--- src/rtl/bin_to_bcd16_if.sv ---
`default_nettype none
// ============================================================================
//  Module   : bin_to_bcd16_if
//  Brief    : Request/result bundle for the 16-bit binary-to-BCD converter.
//  Revision : 1.0
// ============================================================================
interface bin_to_bcd16_if;
    logic        start;
    logic [15:0] bin;
    logic        busy;
    logic        done;
    logic [15:0] bcd;
    logic        ovf;

    modport master (
        output start, bin,
        input  busy, done, bcd, ovf
    );

    modport slave (
        input  start, bin,
        output busy, done, bcd, ovf
    );
endinterface
`default_nettype wire

--- src/rtl/bin_to_bcd16.sv ---
`default_nettype none
// ============================================================================
//  Module   : bin_to_bcd16
//  Brief    : Sequential double-dabble converter, 16-bit binary to 4 BCD
//             digits, saturating at 9999 with overflow flag.
//             Optional macro BIN2BCD_AUTO_EN: auto-convert on operand change.
//  Revision : 1.0
// ============================================================================
module bin_to_bcd16 (
    input  wire                 clk,
    input  wire                 rst,
    bin_to_bcd16_if.slave       bus
);

    localparam logic [1:0] S_IDLE   = 2'd0;
    localparam logic [1:0] S_SHIFT  = 2'd1;
    localparam logic [1:0] S_FINISH = 2'd2;

    logic [1:0]  r_state;
    logic [15:0] r_shift;
    logic [19:0] r_scratch;
    logic [3:0]  r_cnt;
    logic [15:0] r_bcd;
    logic        r_ovf;
    logic        r_done;
    logic        r_busy;
    logic        w_go;
    logic [19:0] w_adj;
    logic [35:0] w_shl;

    for (genvar g = 0; g < 5; g++) begin : g_digit
        assign w_adj[4*g +: 4] = (r_scratch[4*g +: 4] >= 4'd5) ?
                                 r_scratch[4*g +: 4] + 4'd3 :
                                 r_scratch[4*g +: 4];
    end

    assign w_shl = {w_adj, r_shift} << 1;

`ifdef BIN2BCD_AUTO_EN
    logic [15:0] r_last;
    logic        r_last_vld;

    assign w_go = bus.start | ~r_last_vld | (bus.bin != r_last);

    always_ff @(posedge clk or posedge rst) begin
        if (rst) begin
            r_last     <= 16'h0000;
            r_last_vld <= 1'b0;
        end else if (r_state == S_IDLE && w_go) begin
            r_last     <= bus.bin;
            r_last_vld <= 1'b1;
        end
    end
`else
    assign w_go = bus.start;
`endif

    always_ff @(posedge clk or posedge rst) begin
        if (rst) begin
            r_state   <= S_IDLE;
            r_shift   <= 16'h0000;
            r_scratch <= 20'h00000;
            r_cnt     <= 4'd0;
            r_bcd     <= 16'h0000;
            r_ovf     <= 1'b0;
            r_done    <= 1'b0;
            r_busy    <= 1'b0;
        end else begin
            r_done <= 1'b0;
            case (r_state)
                S_IDLE: begin
                    if (w_go) begin
                        r_shift   <= bus.bin;
                        r_scratch <= 20'h00000;
                        r_cnt     <= 4'd0;
                        r_busy    <= 1'b1;
                        r_state   <= S_SHIFT;
                    end
                end
                S_SHIFT: begin
                    r_scratch <= w_shl[35:16];
                    r_shift   <= w_shl[15:0];
                    r_cnt     <= r_cnt + 4'd1;
                    if (r_cnt == 4'd15) begin
                        r_state <= S_FINISH;
                    end
                end
                S_FINISH: begin
                    // Ten-thousands digit set means the operand exceeded 9999
                    if (r_scratch[19:16] != 4'd0) begin
                        r_bcd <= 16'h9999;
                        r_ovf <= 1'b1;
                    end else begin
                        r_bcd <= r_scratch[15:0];
                        r_ovf <= 1'b0;
                    end
                    r_done  <= 1'b1;
                    r_busy  <= 1'b0;
                    r_state <= S_IDLE;
                end
                default: begin
                    r_state <= S_IDLE;
                    r_busy  <= 1'b0;
                end
            endcase
        end
    end

    assign bus.busy = r_busy;
    assign bus.done = r_done;
    assign bus.bcd  = r_bcd;
    assign bus.ovf  = r_ovf;

endmodule
`default_nettype wire

--- src/flat_wrapper.sv ---
// flat-port wrapper written by rule: the top's interface ports become plain ports
module bin_to_bcd16_flat 
  (clk, rst, bus_start, bus_bin, bus_busy, bus_done, bus_bcd, bus_ovf);
  bin_to_bcd16_if bus_i ();
  input  wire clk;
  input  wire rst;
  input wire logic [$bits(bus_i.start)-1:0] bus_start;
  input wire logic [$bits(bus_i.bin)-1:0] bus_bin;
  output wire logic [$bits(bus_i.busy)-1:0] bus_busy;
  output wire logic [$bits(bus_i.done)-1:0] bus_done;
  output wire logic [$bits(bus_i.bcd)-1:0] bus_bcd;
  output wire logic [$bits(bus_i.ovf)-1:0] bus_ovf;
  assign bus_i.start = bus_start;
  assign bus_i.bin = bus_bin;
  assign bus_busy = bus_i.busy;
  assign bus_done = bus_i.done;
  assign bus_bcd = bus_i.bcd;
  assign bus_ovf = bus_i.ovf;
  bin_to_bcd16 u_core (.clk(clk), .rst(rst), .bus(bus_i));
endmodule
--- config.mk ---
export PLATFORM = sky130hd
export DESIGN_NAME = bin_to_bcd16_flat
export DESIGN_NICKNAME = d
export VERILOG_FILES = /design/src/rtl/bin_to_bcd16_if.sv /design/src/rtl/bin_to_bcd16.sv /design/src/flat_wrapper.sv
export SDC_FILE = /design/constraint.sdc
export NUM_CORES = 1
export LEC_CHECK = 0
export ABC_AREA = 1
export CAP_MARGIN = 20
export CELL_PAD_IN_SITES_DETAIL_PLACEMENT = 0
export CELL_PAD_IN_SITES_GLOBAL_PLACEMENT = 1
export CORE_UTILIZATION = 45
export CTS_CLUSTER_DIAMETER = 150
export DETAILED_ROUTE_END_ITERATION = 8
export PLACE_DENSITY_LB_ADDON = 0.1
export SLEW_MARGIN = 10
export SYNTH_ARGS = -nofsm -noshare
export SYNTH_HDL_FRONTEND = slang
export SYNTH_SLANG_ARGS = --single-unit
--- constraint.sdc ---
create_clock -name clk -period 2.8 [get_ports clk]
set_input_delay 0.28 -clock clk [delete_from_list [all_inputs] [get_ports clk]]
set_output_delay 0.28 -clock clk [all_outputs]
set_load 0.005 [all_outputs]
Yosys cells after proc, flatten, opt, wreduce, memory -nomap -nowiden
Cells that the tools add are included.
{"block": "op_classes", "add_sub_neg": 6, "n_lt_le_gt_ge": 5, "eq_ne": 5, "muxes": 19, "bitwise": 1, "n_reduce_logical": 6}
{"cell": "$pmux 20 s2", "n": 1}
{"cell": "$mux 16", "n": 2}
{"cell": "$pmux 16 s2", "n": 1}
{"cell": "$ge 4x3->1 const B", "n": 5}
{"cell": "$mux 20", "n": 1}
{"cell": "$mux 4", "n": 5}
{"cell": "$add 4x2->4 const B", "n": 4}
{"cell": "$pmux 4 s2", "n": 1}
{"cell": "$reduce_and 2->1", "n": 3}
{"cell": "$add 4x1->4 const B", "n": 1}
{"cell": "$eq 4x4->1 const B", "n": 1}
{"cell": "$mux 2", "n": 2}
{"cell": "$pmux 2 s2", "n": 1}
{"cell": "$reduce_bool 4->1", "n": 1}
{"cell": "$add 3x2->3 const B", "n": 1}
{"cell": "$mux 1", "n": 3}
{"cell": "$mux 3", "n": 1}
{"cell": "$eq 2x1->1 const B", "n": 1}
{"cell": "$eq 2x2->1 const B", "n": 1}
{"cell": "$logic_not 2->1", "n": 1}
{"cell": "$ne 2x1->1 const B", "n": 1}
{"cell": "$ne 2x2->1 const B", "n": 1}
{"cell": "$pmux 1 s2", "n": 1}
{"cell": "$reduce_bool 2->1", "n": 1}
{"cell": "$not 1->1", "n": 1}
{"block": "totals", "ff_bits": 61, "inputBits": 19, "out_inout_bits": 19, "wordCells": 50}

Logic depth before layout (Yosys ltp)
{"block": "depth", "word_depth": 3, "depth_mapped": 8, "mapped_depth_nobuf": 8}

Worst setup path after synthesis
Ideal clock, no wire load.
{"block": "synth_path", "path_kind": "register -> register", "startpoint": "register u_core.r_scratch[16]", "endpoint": "register u_core.r_bcd[0], in the netlist u_core.bus.bcd[0]", "t_arrival_ps": 1078, "setup_slack_ps": 1586, "path_stages_with_launch": 6, "n_path_buf": 0, "cell_sequence": "dfrtp_1 > inv_1 > ha_1 > nand3_1 > nand2_1 > o211ai_1"}
{"block": "synth_via", "elab_chain_len": 2}
{"element": "from (decl)", "line_no": "bin_to_bcd16.sv:21", "rtl": "logic [19:0] r_scratch;"}
{"element": "from (signal assigned)", "line_no": "bin_to_bcd16.sv:81", "rtl": "r_scratch <= w_shl[35:16];"}
{"element": "$reduce_bool 4->1", "line_no": "bin_to_bcd16.sv:90", "rtl": "if (r_scratch[19:16] != 4'd0) begin"}
{"element": "$mux 16", "line_no": "bin_to_bcd16.sv:90"}
{"element": "to (signal assigned)", "line_no": "bin_to_bcd16.sv:94", "rtl": "r_bcd <= r_scratch[15:0];"}
{"element": "to (decl)", "line_no": "bin_to_bcd16.sv:23", "rtl": "logic [15:0] r_bcd;"}
Every way passes these cells.
A chain may end at the register's enable or synchronous reset.

Final worst setup path
{"block": "layout_path", "startpoint": "register u_core.r_state[1]", "endpoint": "register u_core.r_shift[14]"}
{"block": "layout_via", "elab_chain_len": 3}
{"element": "from (decl)", "line_no": "bin_to_bcd16.sv:19", "rtl": "logic [1:0] r_state;"}
{"element": "from (signal assigned)", "line_no": "bin_to_bcd16.sv:60", "rtl": "r_state <= S_IDLE;"}
{"element": "from (signal assigned)", "line_no": "bin_to_bcd16.sv:77", "rtl": "r_state <= S_SHIFT;"}
{"element": "from (signal assigned)", "line_no": "bin_to_bcd16.sv:85", "rtl": "r_state <= S_FINISH;"}
{"element": "$eq 2x1->1 or $logic_not 2->1 (tied branches)", "line_no": "bin_to_bcd16.sv:70", "rtl": "case (r_state)"}
{"element": "$reduce_bool 2->1 (no line) or $ne 2x2->1 (tied branches)"}
{"element": "$reduce_and 2->1 (no line)"}
{"element": "to (signal assigned)", "line_no": "bin_to_bcd16.sv:73", "rtl": "r_shift <= bus.bin;"}
{"element": "to (signal assigned)", "line_no": "bin_to_bcd16.sv:82", "rtl": "r_shift <= w_shl[15:0];"}
{"element": "to (decl)", "line_no": "bin_to_bcd16.sv:20", "rtl": "logic [15:0] r_shift;"}
Several ways; a longest one is shown, not always the timed one.

==> impl_metrics.toml <==
[power_and_ir_drop]
irDropWorstVdd_mv = 0.5291
intPower_mw = 2.217
p_per_area_mw_per_mm2 = 1040
comb_power_share_pct = 40.7
p_switching_mw = 1.501
pwr-share-clk_pct = 18.8
pwr-share-seq_pct = 40.5
power_mw = 3.718
power_leakage_nw = 1.699
power.share.switching_pct = 40.37

[clock_tree]
clk_pin_slew_ps = 70
cts_setup_buffers = 0
root_buffer = "clkbuf_8"
clkSinkCount = 61
clock_latency_ps = 340
cts_buffers = 9
post_cts_resize_count = 0
cts_max_level = 3
tritoncts = "done"
hold_buffers = 0
cts_buffer_depth = 2

[timing]
tightest_slew_ps = 697.6
timing.final.crit_period_ps = 1777
clock_skew_ps = 9.414
max_freq_ghz = 0.5627
setup_viol = 0
tns_ps = 0
rsz0062_at_grt = "false"
report.final.slew_viol_count = 0
hold_viol = 0
slew_headroom_pct = 53.49
period_share_pct = 63.47

[critical_path]
critPathArrivalTime_ps = 2030
crit_path_end_kind = "register"
required_ps = 3050
r2r-end = "u_core.r_shift[14]"
worstSetupStartpointType = "register"
regToRegStartpoint = "u_core.r_state[1]"
regToRegSetupSlack_ps = 1020
crit_type = "register to register"
timing.critical_path.fanout_max = 38
ff2ff_path_depth = 5

[finish]
area_growth_pct = 18.51
n_fill_cell = 637
post_route_cells_drive_above_1_share_pct = 6.000
n_antenna_cell = 0
fin_nets = 426

[global_routing]
track_usage_pct = 19.09
grt_max_degree = 39
grt_first_pass_wirelength_um = 10660
grt_pass1_vias = 2356
grt-ovfl-total = 0
antenna_found_initial = 0

[placed_design]
dp_hpwl_um = 4035
gp_congestion = 0.7827
portBuffers = 37

[drt]
wl_per_cell_um = 12.60
dr.pass1.iters = 6
vias = 2446
drtIter0Drc = 120
drcViolationCount = 10
wl_um = 6009
vias_per_cell = 5.128
ant_nets = 0

[floorplan]
dieArea_mm2 = 0.007033
die-width_um = 83.86
ios = 38
initial_utilization_pct = 46.95
die_h_um = 83.86
core-area_mm2 = 0.006422
rows = 29

[synthesis]
avgSynthCellArea_um2 = 8.446
synth_area_leaders = "dfrtp_1 51%, nand2_1 13%, o21ai_0 6.3%"
yosysTopAreaCell = "dfrtp_1"
yosysWarnings = 0
synth.yosys.seq_area_share_pct = 50.62
syn_area_mm2 = 0.003015
ys_seq_elements = 61
syn_inst = 357
synthesis.nets = 388
synth_top_area_share_pct = 50.62
netlist-cell-type-count = 27

[flow_run]
maxCapViolations = 0

[min_path]
hp-class = "input port to asynchronous set/reset pin"

[run_status]
status = "complete, but fails checks"
violations = "DRC"
-- stage by stage --
step	cells	utilization (%)	worst slack (ps)	cell area (um^2)	hold slack (ps)
6_report	477	55.64	1023	3573	157.4
5_1_grt	477	55.64	894.9	3573	203.0
4_1_cts	477	55.64	992.2	3573	156.0
3_5_place_dp	461	52.97	994.9	3402	469.7
3_3_place_gp	461	52.97	1063	3402	464.5
2_1_floorplan	357	-	1007	3015	436.7
-- layout by cell type (no fill, tap or decap), types with 2 or more instances in the layout --
master	Yosys	layout
inv_1	26	25
inv_2	3	4
a21oi_1	17	17
nand2_1	108	108
o21ai_0	38	38
clkbuf_1	2	4
dfrtp_1	61	61
nor2_1	22	22
buf_4	1	2
o21bai_1	3	3
o22ai_1	3	3
clkdlybuf4s50_1	0	37
o211ai_1	6	6
a31oi_1	3	3
nand4_1	11	11
ha_1	12	12
clkbuf_8	0	11
nand3_1	24	24
-- cell families after synthesis --
family | synth area share, %
buffers and inverters | 6.763
adders and majority gates | 4.979
DFF | 50.62
and+or+nand+nor | 24.44
AOI/OAI and AO/OA | 13.19
-- per-layer routing --
metal	up-vias	wire length, um	global-route usage [%]
li1	1262	-	-
met3	4	223	3.363
met4	0	40	8.934
met5	-	0	0
met2	51	2715	30.70
met1	1129	3029	25.11
-- state kept, by name, indices dropped and copies added (netlist names) --
signal	cells
u_core.r_shift	16
u_core.r_scratch	20
u_core.bus.ovf	1
u_core.r_cnt	4
u_core.bus.busy	1
u_core.bus.done	1
u_core.bus.bcd	16
u_core.r_state	2
-- worst max path at each step --
stage               cells after the start                 end  slack (ps)               from
floorplan                               1   u_core.bus.bcd[0]        1010                rst
global placement                        5     u_core.r_cnt[2]        1060  u_core.r_state[1]
detailed placement                      5     u_core.r_cnt[2]         990  u_core.r_state[1]
CTS                                     5  u_core.r_shift[14]         990  u_core.r_state[1]
global route                            4  u_core.r_shift[14]         890  u_core.r_state[0]
finish                                  5  u_core.r_shift[14]        1020  u_core.r_state[1]
-- worst max-delay path, cell delays in order (launching register included) --
cell	delay, ps
dfrtp_1	370
inv_2	140
nand2_2	280
inv_2	580
o21ai_0	130
o21ai_0	180
-- Yosys cell counts --
library cell  instances
nand2_1             108
dfrtp_1              61
o21ai_0              38
inv_1                26
nand3_1              24
nor2_1               22
a21oi_1              17
ha_1                 12
nand4_1              11
o211ai_1              6
buf_2                 4
buf_6                 4
a31oi_1               3
inv_2                 3
o21bai_1              3
o22ai_1               3
clkbuf_1              2
a22o_1                1
buf_4                 1
buf_8                 1
nand2_2               1
nand2_4               1
nand2_8               1
nor2_4                1
nor3_1                1
o21ai_2               1
or2_2                 1
-- final cells by class --
cell class | count | area [um^2] | share of cell area, %
clock inverter | 1 | 5.005 | 0.1401
inverter | 29 | 108.9 | 3.046
timing repair buffer | 39 | 385.4 | 10.78
tap | 77 | 96.34 | 2.696
clock buffer | 15 | 166.4 | 4.657
multi-input combinational | 255 | 1285 | 35.96
sequential | 61 | 1526 | 42.72
-- power by group through the flow --
stage	logic [mW]	registers, mW	clock network [mW]
floorplan	1.21	1.45	0
global placement	1.50	1.52	0
detailed placement	1.54	1.52	0
CTS	1.54	1.51	0.718
global route	1.78	1.56	0.752
finish	1.51	1.51	0.697
Power figures use the tool's default switching activity.
